--- src/rtl/mem_arb_pkg.sv ---
// Memory arbiter shared types and constants.
// States, legal transfer sizes and a size check helper.
package mem_arb_pkg;

  typedef enum logic [2:0] {
    IDLE    = 3'b001,
    ISSUE   = 3'b010,
    RELEASE = 3'b100
  } state_t;

  localparam logic [2:0] NB_1 = 3'd1;
  localparam logic [2:0] NB_2 = 3'd2;
  localparam logic [2:0] NB_4 = 3'd4;

  function automatic logic nb_legal(
    input logic [2:0] nb
  );
    return (nb == NB_1) || (nb == NB_2) ||
           (nb == NB_4);
  endfunction

endpackage

--- src/rtl/mem_arb_timeout.sv ---
// Issue watchdog for the memory arbiter.
// Counts ISSUE cycles and flags the last allowed one.
module mem_arb_timeout #(
  parameter int TIMEOUT_CYCLES = 4096,
  parameter int TIMER_W        = 13
) (
  input  logic clk,
  input  logic rst_n,
  input  logic clear,
  input  logic enable,
  output logic expired
);

  logic [TIMER_W-1:0] count;

  // cycle counter, restarted on every grant
  always_ff @(posedge clk or negedge rst_n) begin
    if (!rst_n) begin
      count <= '0;
    end else if (clear) begin
      count <= '0;
    end else if (enable) begin
      count <= count + TIMER_W'(1);
    end
  end

  assign expired =
    (count == TIMER_W'(TIMEOUT_CYCLES - 1));

endmodule

--- src/rtl/mem_arbiter.sv ---
// Two-port arbiter in front of mem_external.
// Grants one port, holds its command, returns done/err/rdata.
module mem_arbiter
  import mem_arb_pkg::*;
#(
  parameter int ROUND_ROBIN    = 1,
  parameter int TIMEOUT_CYCLES = 4096,
  parameter int TIMER_W        = 13
) (
  input  logic        clk,
  input  logic        rst_n,
  input  logic        p0_req,
  input  logic        p0_write,
  input  logic [2:0]  p0_num_bytes,
  input  logic [24:0] p0_addr,
  input  logic [31:0] p0_wdata,
  output logic        p0_done,
  output logic        p0_err,
  output logic [31:0] p0_rdata,
  input  logic        p1_req,
  input  logic        p1_write,
  input  logic [2:0]  p1_num_bytes,
  input  logic [24:0] p1_addr,
  input  logic [31:0] p1_wdata,
  output logic        p1_done,
  output logic        p1_err,
  output logic [31:0] p1_rdata,
  output logic        mem_start_request,
  output logic        mem_is_write,
  output logic [2:0]  mem_num_bytes,
  output logic [24:0] mem_target_address,
  output logic [31:0] mem_write_value,
  input  logic [31:0] mem_fetched_value,
  input  logic        mem_request_done,
  output logic        grant,
  output logic        busy
);

  state_t state, state_next;
  logic last_grant;
  logic sel, owner;
  logic launch, reject, finish, fail;
  logic tmr_clear, tmr_en, expired;
  logic        sel_write;
  logic [2:0]  sel_nb;
  logic [24:0] sel_addr;
  logic [31:0] sel_wdata;

  assign busy = (state != IDLE);

  // choose the requester to serve from IDLE
  always_comb begin
    sel = 1'b0;
    if (p0_req && p1_req) begin
      sel = (ROUND_ROBIN != 0) ? ~last_grant : 1'b0;
    end else begin
      sel = p1_req;
    end
  end

  assign sel_write = sel ? p1_write     : p0_write;
  assign sel_nb    = sel ? p1_num_bytes : p0_num_bytes;
  assign sel_addr  = sel ? p1_addr      : p0_addr;
  assign sel_wdata = sel ? p1_wdata     : p0_wdata;

  // next state and per-cycle transfer control
  always_comb begin
    state_next = state;
    owner      = grant;
    launch     = 1'b0;
    reject     = 1'b0;
    finish     = 1'b0;
    fail       = 1'b0;
    tmr_clear  = 1'b0;
    tmr_en     = 1'b0;
    unique case (state)
      IDLE: begin
        owner = sel;
        if (p0_req || p1_req) begin
          if (nb_legal(sel_nb)) begin
            launch     = 1'b1;
            tmr_clear  = 1'b1;
            state_next = ISSUE;
          end else begin
            reject     = 1'b1;
            finish     = 1'b1;
            fail       = 1'b1;
            state_next = RELEASE;
          end
        end
      end
      ISSUE: begin
        if (mem_request_done) begin
          finish     = 1'b1;
          state_next = RELEASE;
        end else if (expired) begin
          finish     = 1'b1;
          fail       = 1'b1;
          state_next = RELEASE;
        end else begin
          tmr_en = 1'b1;
        end
      end
      RELEASE: begin
        if (!mem_request_done) begin
          state_next = IDLE;
        end
      end
      default: state_next = IDLE;
    endcase
  end

  // state register
  always_ff @(posedge clk or negedge rst_n) begin
    if (!rst_n) begin
      state <= IDLE;
    end else begin
      state <= state_next;
    end
  end

  // command latch, grant tracking and start level
  always_ff @(posedge clk or negedge rst_n) begin
    if (!rst_n) begin
      grant              <= 1'b0;
      last_grant         <= 1'b1;
      mem_start_request  <= 1'b0;
      mem_is_write       <= 1'b0;
      mem_num_bytes      <= '0;
      mem_target_address <= '0;
      mem_write_value    <= '0;
    end else begin
      if (launch || reject) begin
        grant <= sel;
      end
      if (launch) begin
        mem_start_request  <= 1'b1;
        mem_is_write       <= sel_write;
        mem_num_bytes      <= sel_nb;
        mem_target_address <= sel_addr;
        mem_write_value    <= sel_wdata;
      end
      if (state == ISSUE && finish) begin
        mem_start_request <= 1'b0;
        last_grant        <= grant;
      end
    end
  end

  // completion pulses and per-port load data
  always_ff @(posedge clk or negedge rst_n) begin
    if (!rst_n) begin
      p0_done  <= 1'b0;
      p1_done  <= 1'b0;
      p0_err   <= 1'b0;
      p1_err   <= 1'b0;
      p0_rdata <= '0;
      p1_rdata <= '0;
    end else begin
      p0_done <= finish & ~owner;
      p1_done <= finish & owner;
      p0_err  <= fail & ~owner;
      p1_err  <= fail & owner;
      if (state == ISSUE && mem_request_done &&
          !mem_is_write) begin
        if (grant) begin
          p1_rdata <= mem_fetched_value;
        end else begin
          p0_rdata <= mem_fetched_value;
        end
      end
    end
  end

  if (TIMEOUT_CYCLES != 0) begin : g_timeout
    mem_arb_timeout #(
      .TIMEOUT_CYCLES(TIMEOUT_CYCLES),
      .TIMER_W       (TIMER_W)
    ) u_timeout (
      .clk    (clk),
      .rst_n  (rst_n),
      .clear  (tmr_clear),
      .enable (tmr_en),
      .expired(expired)
    );
  end else begin : g_no_timeout
    logic unused_tmr;
    assign unused_tmr = tmr_clear ^ tmr_en;
    assign expired    = 1'b0;
  end

endmodule

--- config.mk ---
export PLATFORM = sky130hd
export DESIGN_NAME = mem_arbiter
export DESIGN_NICKNAME = d
export VERILOG_FILES = /design/src/rtl/mem_arb_pkg.sv /design/src/rtl/mem_arb_timeout.sv /design/src/rtl/mem_arbiter.sv
export SDC_FILE = /design/constraint.sdc
export NUM_CORES = 1
export LEC_CHECK = 0
export ABC_AREA = 1
export CELL_PAD_IN_SITES_DETAIL_PLACEMENT = 2
export CELL_PAD_IN_SITES_GLOBAL_PLACEMENT = 2
export CORE_MARGIN = 8
export CORE_UTILIZATION = 24
export DETAILED_ROUTE_END_ITERATION = 8
export MAX_ROUTING_LAYER = met4
export PLACE_DENSITY_LB_ADDON = 0.1
export SLEW_MARGIN = 20
export SYNTH_ARGS = -nofsm -noshare
export SYNTH_HDL_FRONTEND = slang
export SYNTH_SLANG_ARGS = --single-unit
--- constraint.sdc ---
create_clock -name clk -period 2.4 [get_ports clk]
set_clock_uncertainty 0.05 [all_clocks]
set_input_delay 0.48 -clock clk [delete_from_list [all_inputs] [get_ports clk]]
set_output_delay 0.48 -clock clk [all_outputs]
set_load 0.01 [all_outputs]
==> impl_metrics.ini, run 1 <==
[run_status]
outcome = finished clean

[job]
drv_cap = 0

[die]
core_sq_mm = 0.0266
start_util = 0.241
fp.dieH_um = 179
fp-row-count = 60
dieArea_sq_mm = 0.0322
io_pins = 291
fp.dieW_um = 179

[route]
drtIter0Drc = 171
avgRoutedWirePerCell_um = 18.8
drtPass1Iterations = 4
drc_errors = 0
wl_um = 25000
viasPerCell = 4.40
ant_nets = 0
vias = 5830

[worst_setup_path]
path_class = reg2out
start_kind = register
arrival_ns = 1.76
crit_fanout = 5
cp-end-kind = output pin
required_ns = 1.87
reg2reg_slack_ns = 0.46

[worst_hold_path]
holdCritPathClass = reg2reg

[global_routing]
met2_usage = 0.277
grt_util_met3 = 0.0700
antenna_found_initial = 1
busiest_layer = met2
grt_max_degree = 65
grt_first_pass_wirelength_um = 39500
grt_pass1_vias = 6866
globalRouteTotalUtil = 0.161
gr-total-overflow = 0
use_met1 = 0.161

[sta]
setup_violations = 0
final.min_clock_period_ns = 2.29
slew_violations = 0
worst_slew_pin_slew_ns = 0.615
slew_headroom = 0.590
final_hold_viol_count = 0
finalCritPeriodShare = 0.955
fmax_mhz = 436
rsz0062_at_grt = no
setup_tns_ns = 0

[placed_design]
dp.cells = 1290
gp_congestion = 0.694
post-dp-hpwl_um = 19100
place_area_sq_mm = 0.00981
io_buffers = 290

[logic_synthesis]
synth_cell_types = 24
synth_top_cell_by_area = dfrtp_1
synth.top_cells.by_area = dfrtp_1, nand2_1, o21ai_1
ys_seq_elements = 148
syn_inst = 675
synthSimpleGateAreaFrac = 0.152
synthXorXnorAreaFrac = 0.00683
syn_area_sq_mm = 0.00641
yosys-mux-area-fraction = 0.0905
synth_compound_gate_area_share = 0.106
synth_area_per_cell_sq_um = 9.50
syn-num-nets = 835
ys.warnings.count = 0
ys_seq_area_frac = 0.578
synth_top_family_by_area = simple AND/OR/NAND/NOR gates
synth.top_cell.area_share = 0.570
synthAdderAreaFrac = 0.00195

[cells_and_area]
nets = 1129
multi_input_area_sq_mm = 0.00230
final_common_cell = clkdlybuf4s50_1
finalNonFillerCells = 1325
drive_gt1_frac = 0.0682
fin_area_sq_mm = 0.0104
regArea_sq_mm = 0.00371
fillers = 2903
area_growth_pct = 62.6
final_cell_mix = clkdlybuf4s50_1, nand2_1, dfrtp_1

[power_and_ir_drop]
ir_drop_v = 0.000438
power_density_mw_per_mm2 = 1180
leakage_nw = 4.79

[clock_tree]
cts_resized = 0
clock_sink_count = 148
clock_latency_ns = 0.43
clk_pin_slew_ns = 0.07
cts-hold-fix-buffers = 1
cts_buffers = 17
clk_path_buf_depth = 2
htreeDepth = 4
cts_tree = done
postCtsSetupBuffers = 0
cts-root-buf = clkbuf_16
## sequential cells by signal, summed over array words and instances, names as in the netlist, 3 cells and up
name                       count
mem_target_address            25
state                          3
g_timeout.u_timeout.count     13
mem_write_value               32
p0_rdata                      32
p1_rdata                      32
mem_num_bytes                  3
## kinds of logic after synthesis
group | count (synthesis)
adders and majority gates | 1
buffers and inverters | 90
muxes | 58
and+or+nand+nor | 239
DFF | 148
AOI/OAI and AO/OA | 134
xor gates and xnor gates | 5
## synth_stat cells, drive strengths merged
cell type and number:
nand3 33, nor3 3, buf 17, nor2 25
dfrtp 146, o21ai 130, xnor2 2, inv 56
xor2 3, nand2 177, mux2i 58, a21oi 4
nand4 1, dfstp 2, clkbuf 17, ha 1
## metal layers
metal  share of wire  up-vias
li1                -     2794
met1            0.38     2856
met2            0.51      149
met3           0.081       31
met4           0.028        0
met5               0        -
## power by group
group	internal, mW	total [mW]	switching (mW)	leakage, nW
clock	1.50	2.75	1.26	0.291
combinational	2.80	5.33	2.53	2.59
sequential	3.60	4.21	0.609	1.91
total	7.90	12.3	4.40	4.79
## through the flow
stage	setup slack, ns	power, mW	utilization	hold slack [ns]
5_1_grt	0.0268	13.2	0.392	0.459
6_report	0.108	12.3	0.392	0.439
3_5_place_dp	0.00608	9.71	0.369	0.429
4_1_cts	0.0791	12.6	0.392	0.446
3_3_place_gp	0.0853	9.58	0.369	0.421
2_1_floorplan	0.693	6.35	-	0.134
## worst max-delay path, cell delays in order, from the launching register on
cell	delay, ns
dfstp_2	0.57
nand3_1	0.21
clkdlybuf4s50_1	0.55
## final timing paths
kind / startpoint / depth (start not counted) / end
min in group asynchronous: rst_n / 2 / mem_target_address[8]$_DFFE_PN0P_
max: state[0]$_DFFE_PN1P_ / 2 / busy
min: p1_rdata[29]$_DFFE_PN0P_ / 2 / p1_rdata[29]$_DFFE_PN0P_
max reg2reg: last_grant$_DFFE_PN1P_ / 10 / mem_write_value[30]$_DFFE_PN0P_
max in group asynchronous: rst_n / 3 / p0_rdata[23]$_DFFE_PN0P_
min reg2reg: p1_rdata[29]$_DFFE_PN0P_ / 2 / p1_rdata[29]$_DFFE_PN0P_
## area by class of cell
| cell class | count | area share |
|---|---|---|
| tap | 341 | 0.0409 |
| inverter | 56 | 0.0202 |
| antenna | 2 | 0.000480 |
| clock inverter | 15 | 0.0170 |
| clock buffer | 17 | 0.0408 |
| sequential | 148 | 0.355 |
| timing repair buffer | 309 | 0.304 |
| multi-input combinational | 437 | 0.221 |
Note: power is estimated with default switching activity, not from simulation.
==> inputs of run 2 (changes only) <==
Settings changed: CORE_UTILIZATION 24 to 25, SYNTH_HIERARCHICAL set to 1.
==> impl_metrics.ini, run 2 <==
[clock_tree]
clock_latency_ns = 0.42
cts-root-buf = clkbuf_16
clk_pin_slew_ns = 0.07
clk_path_buf_depth = 2
clock_sink_count = 148
postCtsSetupBuffers = 0
htreeDepth = 4
cts_buffers = 17
cts_tree = done

[power_and_ir_drop]
seqPwrFrac = 0.332
power.share.clock = 0.224
power_density_mw_per_mm2 = 1090
leakage_nw = 5.13
switching_share = 0.366
power_frac_comb = 0.444
p_sw_mw = 4.47
ir_drop_v = 0.000376
power.internal_mw = 7.75

[cells_and_area]
finalNonFillerCells = 1451
drive_gt1_frac = 0.152
final_util = 0.402
multi_input_area_sq_mm = 0.00277
nets = 1218
fillers = 3082
fin_area_sq_mm = 0.0112
top_regs = mem_write_value x32, p0_rdata x32, p1_rdata x32
regArea_sq_mm = 0.00371
final_common_cell = clkdlybuf4s50_1
area_growth_pct = 58.4
final_cell_mix = clkdlybuf4s50_1, nand2_1, dfrtp_1

[logic_synthesis]
synthAdderAreaFrac = 0.00178
synth_area_per_cell_sq_um = 9.34
ys.flop_type = dfrtp_1
yosys-mux-area-fraction = 0.0927
synth_edf_count = 0
synthArstFlopShare = 1.00
syn-num-nets = 914
synth.top_cell.area_share = 0.519
synthSimpleGateAreaFrac = 0.234
syn_area_sq_mm = 0.00704
synthXorXnorAreaFrac = 0.00124
ys.warnings.count = 6
ys_seq_elements = 148
ys_seq_area_frac = 0.526
synth_most_common_cell = nand2_1
synth_top_cell_by_area = dfrtp_1
syn_inst = 754
synth.top_cells.by_area = dfrtp_1, nand2_1, mux2_2
synth_compound_gate_area_share = 0.0627
synth_cell_types = 34
synth_top_family_by_area = simple AND/OR/NAND/NOR gates
yosys-top-cells-count = nand2_1, dfrtp_1, o21ai_0

[sta]
slew_headroom = 0.531
worst_slew_pin_slew_ns = 0.696
slew_violations = 0
final_hold_viol_count = 0
finalCritPeriodShare = 0.938
setup_tns_ns = 0
fmax_mhz = 444
rsz0062_at_grt = no
setup_ws_ns = 0.149
final.min_clock_period_ns = 2.25
setup_violations = 0

[run_status]
outcome = finished clean

[die]
fp.dieW_um = 184
fp.dieH_um = 184
start_util = 0.254
io_pins = 291
fp-row-count = 61
core_sq_mm = 0.0278
dieArea_sq_mm = 0.0338

[worst_setup_path]
arrival_ns = 1.72
cp-end-kind = output pin
start_kind = register
cpPeakStageDelay_ns = 0.56
required_ns = 1.87
crit_family = buffers and inverters
path_class = reg2out
crit_slowest_cell = clkdlybuf4s50_1
timing.critical_path.buf_inv = 1
crit_chain = nand3_1 > clkdlybuf4s50_1
crit_fanout = 4

[placed_design]
gp_congestion = 0.718
io_buffers = 290
post-dp-hpwl_um = 20500
place_area_sq_mm = 0.0105
dp.cells = 1416
pre_cts_slack_ns = -0.174

[job]
drv_cap = 0

[route]
vias = 6501
drtIter0Drc = 208
wl_um = 27200
viasPerCell = 4.48
drtPass1Iterations = 4
drc_errors = 0
ant_nets = 0
avgRoutedWirePerCell_um = 18.7

[global_routing]
gr-total-overflow = 0
grt_max_degree = 65
grt_first_pass_wirelength_um = 42600
antenna_found_initial = 2
globalRouteTotalUtil = 0.167
grt_pass1_vias = 7302

[worst_hold_path]
holdCritPathClass = reg2reg
run 2: timing repair:
action / in CTS / in global routing
endpoints found under the setup margin: 5 / 1
hold buffers: 1 / 0
endpoints found under the hold margin: 31 / 0
resized for setup: 1 / 1
gates cloned: 0 / 0
run 2: cells by family (layout without fill, tap and decap cells):
kind of cell	after synthesis	count (layout)
mux	58	58
buf+inv	111	428
simple gates	350	350
xor+xnor	1	1
compound gates	85	85
flops	148	148
other cells	0	2
fa+ha+maj	1	1
run 2: worst min-delay path, delay by kind of cell (launching register included):
kind,cells,cell delay [ns]
flip-flops,1,0.35
AND/OR/NAND/NOR,2,0.10
run 2: per-stage QoR:
step	power [mW]	hold WS (ns)
after floorplan	6.45	0.134
after global placement	9.52	0.413
after detailed placement	9.65	0.418
after CTS	12.5	0.438
after global routing	13.1	0.455
final	12.2	0.435
run 2: cell type report:
| cell class | instances | share of cell area |
|---|---|---|
| inverters | 65 | 0.0221 |
| clock inverters | 14 | 0.0147 |
| well taps | 378 | 0.0424 |
| repair buffers | 331 | 0.300 |
| multi-input cells | 495 | 0.248 |
| clock buffers | 18 | 0.0394 |
| flip-flops and latches | 148 | 0.332 |
| diodes | 2 | 0.000449 |
run 2: routing by layer:
metal  track usage  part of all wire  up-vias
met3        0.0632             0.081       29
met4        0.0503             0.020        0
li1              -                 -     3100
met5             -                 0        -
met2         0.277              0.49      171
met1         0.184              0.41     3201
run 2: power by group through the flow:
stage	Combinational, mW	Clock, mW	Sequential (mW)
after CTS	5.58	2.84	4.08
after floorplan	1.92	0	4.53
after global routing	5.94	2.93	4.20
after detailed placement	5.54	0	4.11
final	5.42	2.73	4.06
after global placement	5.46	0	4.06
run 2: final timing paths:
check / start / end / slack, ns / depth (start not counted)
min: mem_write_value[16]$_DFFE_PN0P_ / mem_write_value[16]$_DFFE_PN0P_ / 0.44 / 2
min reg2reg: mem_write_value[16]$_DFFE_PN0P_ / mem_write_value[16]$_DFFE_PN0P_ / 0.44 / 2
max reg2reg: g_timeout.u_timeout/count[5]$_DFFE_PN0P_ / g_timeout.u_timeout/count[8]$_DFFE_PN0P_ / 0.33 / 10
max: state[0]$_DFFE_PN1P_ / busy / 0.15 / 2
max in group asynchronous: rst_n / mem_write_value[20]$_DFFE_PN0P_ / 1.12 / 3
min in group asynchronous: rst_n / mem_write_value[2]$_DFFE_PN0P_ / 0.54 / 2
